<file path="config.mk">
export PLATFORM = sky130hd
export DESIGN_NAME = uart_tx_arbiter_flat
export DESIGN_NICKNAME = d
export VERILOG_FILES = /design/src/rtl/uart_tx_arbiter_if.sv /design/src/rtl/uart_tx_arbiter.sv /design/src/flat_wrapper.sv
export SDC_FILE = /design/constraint.sdc
export NUM_CORES = 1
export LEC_CHECK = 0
export BUFFER_PORTS_ARGS = -buffer_cell sky130_fd_sc_hd__buf_4
export CORE_MARGIN = 2
export CORE_UTILIZATION = 45
export CTS_CLUSTER_SIZE = 24
export DETAILED_ROUTE_END_ITERATION = 6
export GPL_ROUTABILITY_DRIVEN = 1
export PLACE_DENSITY_LB_ADDON = 0.25
export SETUP_SLACK_MARGIN = 0.4
export SLEW_MARGIN = 40
export SYNTH_ARGS = -nofsm -noshare
export SYNTH_HDL_FRONTEND = slang
export SYNTH_SLANG_ARGS = --single-unit
</file>
<file path="constraint.sdc">
create_clock -name clk -period 2.7 [get_ports clk]
set_input_delay 0.54 -clock clk [delete_from_list [all_inputs] [get_ports clk]]
set_output_delay 0.54 -clock clk [all_outputs]
set_load 0.05 [all_outputs]
</file>
<file path="src/rtl/uart_tx_arbiter_if.sv">
`default_nettype none
// +--------------------------------------------------------------------------+
// | uart_tx_arbiter_if : requester/transmitter bundle for uart_tx_arbiter     |
// | Rev 1.0                                                                   |
// +--------------------------------------------------------------------------+
interface uart_tx_arbiter_if #(
  parameter int NUM_REQ    = 4,
  parameter int DATA_WIDTH = 8
);
  localparam int IDW = (NUM_REQ > 1) ? $clog2(NUM_REQ) : 1;

  logic [NUM_REQ-1:0]            req;
  logic [NUM_REQ*DATA_WIDTH-1:0] req_data;
  logic [NUM_REQ-1:0]            req_ack;
  logic [DATA_WIDTH-1:0]         tx_datain;
  logic                          tx_send;
  logic                          tx_ready;
  logic                          busy;
  logic [IDW-1:0]                active_id;
  logic                          timeout_err;

  modport slave (
    input  req, req_data, tx_ready,
    output req_ack, tx_datain, tx_send, busy, active_id, timeout_err
  );

  modport master (
    output req, req_data, tx_ready,
    input  req_ack, tx_datain, tx_send, busy, active_id, timeout_err
  );
endinterface
`default_nettype wire

</file>
<file path="src/rtl/uart_tx_arbiter.sv">
`default_nettype none
// +--------------------------------------------------------------------------+
// | uart_tx_arbiter : round-robin sharing of one uart_tx among NUM_REQ        |
// | byte producers, one byte per grant. Rev 1.0                               |
// +--------------------------------------------------------------------------+
module uart_tx_arbiter #(
  parameter int NUM_REQ     = 4,
  parameter int DATA_WIDTH  = 8,
  parameter int ACK_TIMEOUT = 16
) (
  input  wire logic        clk,
  input  wire logic        rst,
  uart_tx_arbiter_if.slave bus
);
  localparam int             IDW        = (NUM_REQ > 1) ? $clog2(NUM_REQ) : 1;
  localparam logic [7:0]     C_CNT_LAST = 8'(ACK_TIMEOUT - 1);
  localparam logic [IDW-1:0] C_LAST_IDX = IDW'(NUM_REQ - 1);

  typedef enum logic [1:0] {
    S_IDLE      = 2'd0,
    S_ISSUE     = 2'd1,
    S_WAIT_ACC  = 2'd2,
    S_WAIT_DONE = 2'd3
  } state_t;

  state_t                state_q;
  logic [IDW-1:0]        ptr_q;
  logic [IDW-1:0]        active_id_q;
  logic [7:0]            cnt_q;
  logic [DATA_WIDTH-1:0] tx_datain_q;
  logic                  tx_send_q;
  logic                  busy_q;
  logic                  timeout_err_q;
  logic [NUM_REQ-1:0]    req_ack_q;

  logic [IDW-1:0]        win_d;
  logic                  win_vld_d;
  logic [IDW-1:0]        ptr_d;
  logic [DATA_WIDTH-1:0] win_data_d;

  // Lowest requester overall is the fallback; lowest at/after ptr overrides it.
  always_comb begin
    win_d     = '0;
    win_vld_d = 1'b0;
    for (int i = NUM_REQ - 1; i >= 0; i--) begin
      if (bus.req[i]) begin
        win_vld_d = 1'b1;
        win_d     = IDW'(i);
      end
    end
    for (int i = NUM_REQ - 1; i >= 0; i--) begin
      if (bus.req[i] && (IDW'(i) >= ptr_q)) begin
        win_d = IDW'(i);
      end
    end
  end

  always_comb begin
    win_data_d = '0;
    for (int i = 0; i < NUM_REQ; i++) begin
      if (win_d == IDW'(i)) begin
        win_data_d = bus.req_data[i*DATA_WIDTH +: DATA_WIDTH];
      end
    end
    ptr_d = (win_d == C_LAST_IDX) ? '0 : win_d + IDW'(1);
  end

  always_ff @(posedge clk or posedge rst) begin
    if (rst) begin
      state_q       <= S_IDLE;
      ptr_q         <= '0;
      active_id_q   <= '0;
      cnt_q         <= '0;
      tx_datain_q   <= '0;
      tx_send_q     <= 1'b0;
      busy_q        <= 1'b0;
      timeout_err_q <= 1'b0;
      req_ack_q     <= '0;
    end else begin
      tx_send_q     <= 1'b0;
      req_ack_q     <= '0;
      timeout_err_q <= 1'b0;
      case (state_q)
        S_IDLE: begin
          if (bus.tx_ready && win_vld_d) begin
            tx_datain_q <= win_data_d;
            active_id_q <= win_d;
            ptr_q       <= ptr_d;
            tx_send_q   <= 1'b1;
            req_ack_q   <= NUM_REQ'(1) << win_d;
            busy_q      <= 1'b1;
            state_q     <= S_ISSUE;
          end
        end
        S_ISSUE: begin
          cnt_q   <= '0;
          state_q <= S_WAIT_ACC;
        end
        S_WAIT_ACC: begin
          if (!bus.tx_ready) begin
            state_q <= S_WAIT_DONE;
          end else if (cnt_q >= C_CNT_LAST) begin
            timeout_err_q <= 1'b1;
            busy_q        <= 1'b0;
            state_q       <= S_IDLE;
          end else if (cnt_q != 8'hFF) begin
            cnt_q <= cnt_q + 8'd1;
          end
        end
        S_WAIT_DONE: begin
          if (bus.tx_ready) begin
            busy_q  <= 1'b0;
            state_q <= S_IDLE;
          end
        end
        default: begin
          busy_q  <= 1'b0;
          state_q <= S_IDLE;
        end
      endcase
    end
  end

  assign bus.req_ack     = req_ack_q;
  assign bus.tx_datain   = tx_datain_q;
  assign bus.tx_send     = tx_send_q;
  assign bus.busy        = busy_q;
  assign bus.active_id   = active_id_q;
  assign bus.timeout_err = timeout_err_q;
endmodule
`default_nettype wire

</file>
<file path="src/flat_wrapper.sv">
// flat-port wrapper written by rule: the top's interface ports become plain ports
module uart_tx_arbiter_flat 
#(
  parameter int NUM_REQ     = 4,
  parameter int DATA_WIDTH  = 8,
  parameter int ACK_TIMEOUT = 16
)
  (clk, rst, bus_req, bus_req_data, bus_tx_ready, bus_req_ack, bus_tx_datain, bus_tx_send, bus_busy, bus_active_id, bus_timeout_err);
  uart_tx_arbiter_if #(.NUM_REQ(NUM_REQ), .DATA_WIDTH(DATA_WIDTH)) bus_i ();
  input  wire logic clk;
  input  wire logic rst;
  input wire logic [$bits(bus_i.req)-1:0] bus_req;
  input wire logic [$bits(bus_i.req_data)-1:0] bus_req_data;
  input wire logic [$bits(bus_i.tx_ready)-1:0] bus_tx_ready;
  output wire logic [$bits(bus_i.req_ack)-1:0] bus_req_ack;
  output wire logic [$bits(bus_i.tx_datain)-1:0] bus_tx_datain;
  output wire logic [$bits(bus_i.tx_send)-1:0] bus_tx_send;
  output wire logic [$bits(bus_i.busy)-1:0] bus_busy;
  output wire logic [$bits(bus_i.active_id)-1:0] bus_active_id;
  output wire logic [$bits(bus_i.timeout_err)-1:0] bus_timeout_err;
  assign bus_i.req = bus_req;
  assign bus_i.req_data = bus_req_data;
  assign bus_i.tx_ready = bus_tx_ready;
  assign bus_req_ack = bus_i.req_ack;
  assign bus_tx_datain = bus_i.tx_datain;
  assign bus_tx_send = bus_i.tx_send;
  assign bus_busy = bus_i.busy;
  assign bus_active_id = bus_i.active_id;
  assign bus_timeout_err = bus_i.timeout_err;
  uart_tx_arbiter #(.NUM_REQ(NUM_REQ), .DATA_WIDTH(DATA_WIDTH), .ACK_TIMEOUT(ACK_TIMEOUT)) u_core (.clk(clk), .rst(rst), .bus(bus_i));
endmodule
</file>
# After elaboration in Yosys (flattened, before gate mapping)
# Cells that the tools add are included.
# classes
addsub,2
mul,0
div_mod_pow,0
magnitude_cmp,5
n_eq_ne,14
shift,1
mux,38
n_bitwise,0
reduce_logical,13
# op_table
operator,n
2-to-1 mux 8 bit,7
2-to-1 mux 2 bit,13
one-hot mux 8 bit (2 select lines),1
2-to-1 mux 1 bit,13
"adder 8 x 1 -> 8 bit, second input constant",1
"== test 2 bit, second input constant",4
">= comparator 8 x 4 -> 1 bit, second input constant",1
2-to-1 mux 4 bit,2
"!= test 8 bit, second input constant",1
one-hot mux 2 bit (4 select lines),1
"!= test 2 x 1 -> 1 bit, second input constant",3
"!= test 2 bit, second input constant",3
logical AND 1 bit,5
AND reduction 5 bit,1
"== test 2 x 1 -> 1 bit, second input constant",2
">= comparator 1 x 2 -> 1 bit, first input constant",2
">= comparator 2 bit, first input constant",2
zero test 2 bit,2
AND reduction 4 bit,1
"left shift 1 x 2 -> 4 bit, first input constant",1
"!= test 3 x 2 -> 1 bit, second input constant",1
one-hot mux 1 bit (3 select lines),1
AND reduction 3 bit,1
nonzero test 3 bit,1
3 further kinds,3
# word_totals
register_bits,29
latchBits,0
ram_bits,0
rom_bits,0
input_bits,39
out_inout_bits,17
word_cells,82
memories,0

# Longest topological paths before layout
# logic_depth
ltp_word,13
depth_mapped,11
ltp_nobuf,9

# Worst setup path after synthesis
# No wires, ideal clock.
# synth_path
kind,in2reg
start,input bus_req[2]
end,"register u_core.tx_datain_q[0], in the netlist u_core.bus.tx_datain[0]"
setup_ps,73
t_arrival_ps,2249
required_ps,2627
path_slack_ps,378
cell_stages,11
path_buffers,2
path_cell_list,inv_1 -> o221a_2 -> o22ai_1 -> inv_1 -> ha_1 -> buf_2 -> nor2b_1 -> buf_2 -> a221oi_1 -> a211o_1 -> a21oi_2
# synth_via
elab_chain_len,12
word_cells_on_any_way,21
classes_between,eq/ne: 3; mux: 14; reduce/logical: 4
# synth_rtl
item,line,source
from (decl),flat_wrapper.sv:12,input wire logic [$bits(bus_i.req)-1:0] bus_req;
2-to-1 mux 2 bit (3 in series),uart_tx_arbiter.sv:46,if (bus.req[i]) begin
2-to-1 mux 2 bit,uart_tx_arbiter.sv:52,if (bus.req[i] && (IDW'(i) >= ptr_q)) begin
2-to-1 mux 2 bit * (3 in series),uart_tx_arbiter.sv:52,
named net u_core.win_d[0],uart_tx_arbiter.sv:36,logic [IDW-1:0] win_d;
zero test 2 bit,uart_tx_arbiter.sv:61,if (win_d == IDW'(i)) begin
2-to-1 mux 8 bit (3 in series),uart_tx_arbiter.sv:61,
2-to-1 mux 8 bit *,uart_tx_arbiter.sv:61,
to (signal assigned),uart_tx_arbiter.sv:86,tx_datain_q <= win_data_d;
to (decl),uart_tx_arbiter.sv:30,logic [DATA_WIDTH-1:0] tx_datain_q;
# The timed path passes the listed nets; every way through them passes the cells marked *.
# A chain may end at the register's enable or synchronous reset.

# Worst setup path in the final report
# layout_path
start,register u_core.ptr_q[0]
end,"register u_core.tx_datain_q[5], in the netlist u_core.bus.tx_datain[5]"
# layout_via
elab_chain_len,11
word_cells_on_any_way,20
classes_between,order compare: 4; eq/ne: 3; mux: 8; reduce/logical: 5
# layout_rtl
item,line,source
from (decl),uart_tx_arbiter.sv:27,logic [IDW-1:0] ptr_q;
from (signal assigned),uart_tx_arbiter.sv:88,ptr_q <= ptr_d;
>= comparator 2 bit,uart_tx_arbiter.sv:52,
logical AND 1 bit,uart_tx_arbiter.sv:52,
2-to-1 mux 2 bit (3 in series),uart_tx_arbiter.sv:52,
2-to-1 mux 2 bit *,uart_tx_arbiter.sv:52,
named net u_core.win_d[0],uart_tx_arbiter.sv:36,
zero test 2 bit,uart_tx_arbiter.sv:61,
2-to-1 mux 8 bit (3 in series),uart_tx_arbiter.sv:61,
2-to-1 mux 8 bit *,uart_tx_arbiter.sv:61,
# Marks and branches as above.

==> results.toml <==
[yosys]
yosys_warnings = 0
synth_seq_cells = 29
synthCells = 157
synth_top_cell_by_area = "dfrtp_1"
netlist.area_leader.share = 0.454
synth_area_mm2 = 0.00160
synth-seq-area-share = 0.454
synth_nets = 201
async_flop_share = 1.00
yosys-top-cells-area = "dfrtp_1, a21oi_2, a211o_1"
ys.flop_type = "dfrtp_1"
avgSynthCellArea_um2 = 10.2
synth_edf_count = 0
yosysUniqueCellTypes = 40

[clock_network]
numCtsBuffers = 5
cts_tree = "done"
clock_latency_ns = 0.32
clockRootBuffer = "clkbuf_4"
hold_buffers = 0
htree_levels = 2
clk_pin_slew_ns = 0.10
cts.path.max_buffers = 2
cts_sinks = 29
cts_setup_buffers = 0

[worst_setup_path]
setup.worst_path.end_class = "register"
crit_family = "compound AO/OA/AOI/OAI gates"
path_class = "register to register"
slowest_delay_ns = 0.42
cp.arrival_ns = 2.39
cp-start-kind = "register"
crit_slowest_cell = "dfrtp_1"
crit_chain = "o221a_2 > o22ai_2 > inv_1 > ha_2 > nor2b_1 > buf_4 > a221oi_1 > a211o_1 > a21oi_2"
required_ns = 2.95
cp_max_fo = 10
critical_path_buf_inv_count = 2

[floorplanning]
start_util = 0.475
rows = 21
dieArea_mm2 = 0.00405
io_pins = 56
fp.coreArea_mm2 = 0.00336
die_x_um = 63.6
die_height_um = 63.6

[power]
seq_power_share = 0.319
leakagePower_nw = 1.07
switching_share = 0.460
power_density_mw_per_mm2 = 1040
power_switching_mw = 1.00
ir_drop_uv = 579
combPwrFrac = 0.540
p_int_mw = 1.18
power_frac_clock = 0.140

[global_routing]
grt_pass1_wl_mm = 6.21
grt_max_degree = 30
antenna_found_initial = 0
grt_usage = 0.199
grt_pass1_vias = 1409
gr-total-overflow = 0

[drt]
drt-initial-drc-count = 59
first_pass_iters = 4
finalWirelength_mm = 3.68
via_count = 1367
drc = 0
viasPerCell = 5.28
ant_nets = 0
drt-wirelength-per-cell_um = 14.2

[sta]
max_freq_mhz = 468
skew_ns = 0.00965
tightest_slew_ns = 0.689
setup_violations = 0
finalSetupTns_ns = 0
min_period_ns = 2.14
slew_violations = 0
hold_violations = 0
max_slew_margin = 0.541
post-route-period-util = 0.792
hold_ws_ns = 0.286
rsz0062_at_grt = "false"

[run_status]
status = "completed"

[finish]
multi_input_area_um2 = 752
seqCellArea_um2 = 726
n_antenna_cell = 0
fin_nets = 256
nFillCells = 305
drive_gt1_frac = 0.437
area_growth_pct = 31.7

[hold_path]
hp-class = "primary input to asynchronous set/reset pin"

[place]
gp_congestion = 0.794
io_buffers = 55
dpl.hpwl_mm = 2.74

[flow_run]
drv_cap = 0
==> per-layer routing <==
layer	part of all wire	track usage	vias up
met3	0.050	0.0732	2
met4	0.0057	0.0516	0
met1	0.39	0.223	666
li1	-	-	665
met2	0.55	0.354	34
met5	0	0	-
==> synthesized netlist by cell type (2+ instances only) <==
master    instances
ha_1              5
dfrtp_1          29
o21ai_1           2
inv_1            15
o21ai_0           3
and2_1            5
nor2_1            4
a21oi_2          11
o21a_1            2
a211o_1           8
nor2b_1           7
o22ai_1           2
nand3_1           4
buf_6             2
nor3_1            2
and3_1            3
a21oi_1           6
clkbuf_1          2
o211ai_1          2
nor2_2            7
buf_2             3
a31oi_1           2
a221oi_1          8
nand2_1           7
==> path summary, 6_finish.rpt <==
check                                         from                 endpoint  slack, ns  cells after the start
setup / recovery                   u_core.ptr_q[0]  u_core.bus.tx_datain[5]       0.56                      9
min in group clk                      bus_tx_ready        u_core.state_q[0]       0.45                      2
hold / removal                                 rst    u_core.bus.req_ack[1]       0.29                      3
max in group asynchronous                      rst          u_core.cnt_q[5]       2.14                      3
hold reg to reg            u_core.bus.active_id[1]  u_core.bus.active_id[1]       0.52                      2
setup reg to reg                   u_core.ptr_q[0]  u_core.bus.tx_datain[5]       0.56                      9
==> power groups by stage <==
stage	clock (mW)	combinational, mW	sequential (mW)
after floorplan	0	0.591	0.981
after global placement	0	1.14	0.695
after detailed placement	0	1.17	0.703
after CTS	0.311	1.17	0.696
after global routing	0.339	1.27	0.717
final	0.306	1.18	0.696
==> sequential cells by signal, summed over array words and instances (netlist names) <==
name / count
u_core.bus.req_ack: 4
u_core.state_q: 2
u_core.bus.busy: 1
u_core.bus.active_id: 2
u_core.cnt_q: 8
u_core.ptr_q: 2
u_core.bus.tx_send: 1
u_core.bus.tx_datain: 8
u_core.bus.timeout_err: 1
==> cell type report <==
cell class,instances,share of cell area
inverter,16,0.0309
clock inverter,1,0.00238
timing repair buffer,58,0.207
multi-input combinational,102,0.357
clock buffer,7,0.0309
tap,46,0.0273
sequential,29,0.345
==> per-stage QoR <==
| step | setup slack, ns | utilization | total power, mW | std cells | area [um2] |
|---|---|---|---|---|---|
| CTS | 0.408 | 0.623 | 2.18 | 259 | 2090 |
| detailed placement | 0.160 | 0.602 | 1.87 | 251 | 2020 |
| global route | 0.405 | 0.626 | 2.32 | 259 | 2110 |
| finish | 0.562 | 0.626 | 2.18 | 259 | 2110 |
| global placement | 0.290 | 0.602 | 1.84 | 251 | 2020 |
| floorplan | 0.478 | - | 1.57 | 157 | 1610 |
==> logic make-up after synthesis <==
group | count (synthesis) | share of synthesized area
AOI/OAI and AO/OA | 49 | 0.233
adders and majority gates | 5 | 0.0391
xor gates and xnor gates | 1 | 0.00548
and+or+nand+nor | 46 | 0.174
muxes | 1 | 0.00704
buffers and inverters | 26 | 0.0868
DFF | 29 | 0.454
==> what timing repair did <==
action,4_1_cts,5_1_grt
resized for setup,0,3
setup endpoints to repair,0,8
hold endpoints to repair,0,0
==> layout by cell type (no fill, tap or decap), types with 2 or more instances in the layout <==
master / Yosys / routed
nand2_1: 7 / 7
a21oi_2: 11 / 11
o22ai_2: 0 / 2
a221oi_1: 8 / 8
nor2b_1: 7 / 7
ha_2: 0 / 2
nor3_1: 2 / 2
a21oi_1: 6 / 6
nor2_1: 4 / 4
buf_4: 0 / 58
ha_1: 5 / 3
dfrtp_1: 29 / 29
a211o_1: 8 / 8
nor2_2: 7 / 7
o211ai_1: 2 / 2
o21ai_0: 3 / 3
and3_1: 3 / 3
a31oi_1: 2 / 2
nand3_1: 4 / 4
o21a_1: 2 / 2
inv_1: 15 / 15
clkbuf_4: 0 / 5
o21ai_1: 2 / 2
and2_1: 5 / 5
clkbuf_8: 0 / 2
==> worst reg2reg max path, cell delays in order (launching register included) <==
cell      delay (ns)
dfrtp_1         0.42
o221a_2         0.30
o22ai_2         0.22
inv_1           0.11
ha_2            0.26
nor2b_1         0.12
buf_4           0.15
a221oi_1        0.08
a211o_1         0.30
a21oi_2         0.11
(Power assumes the default switching activity.)
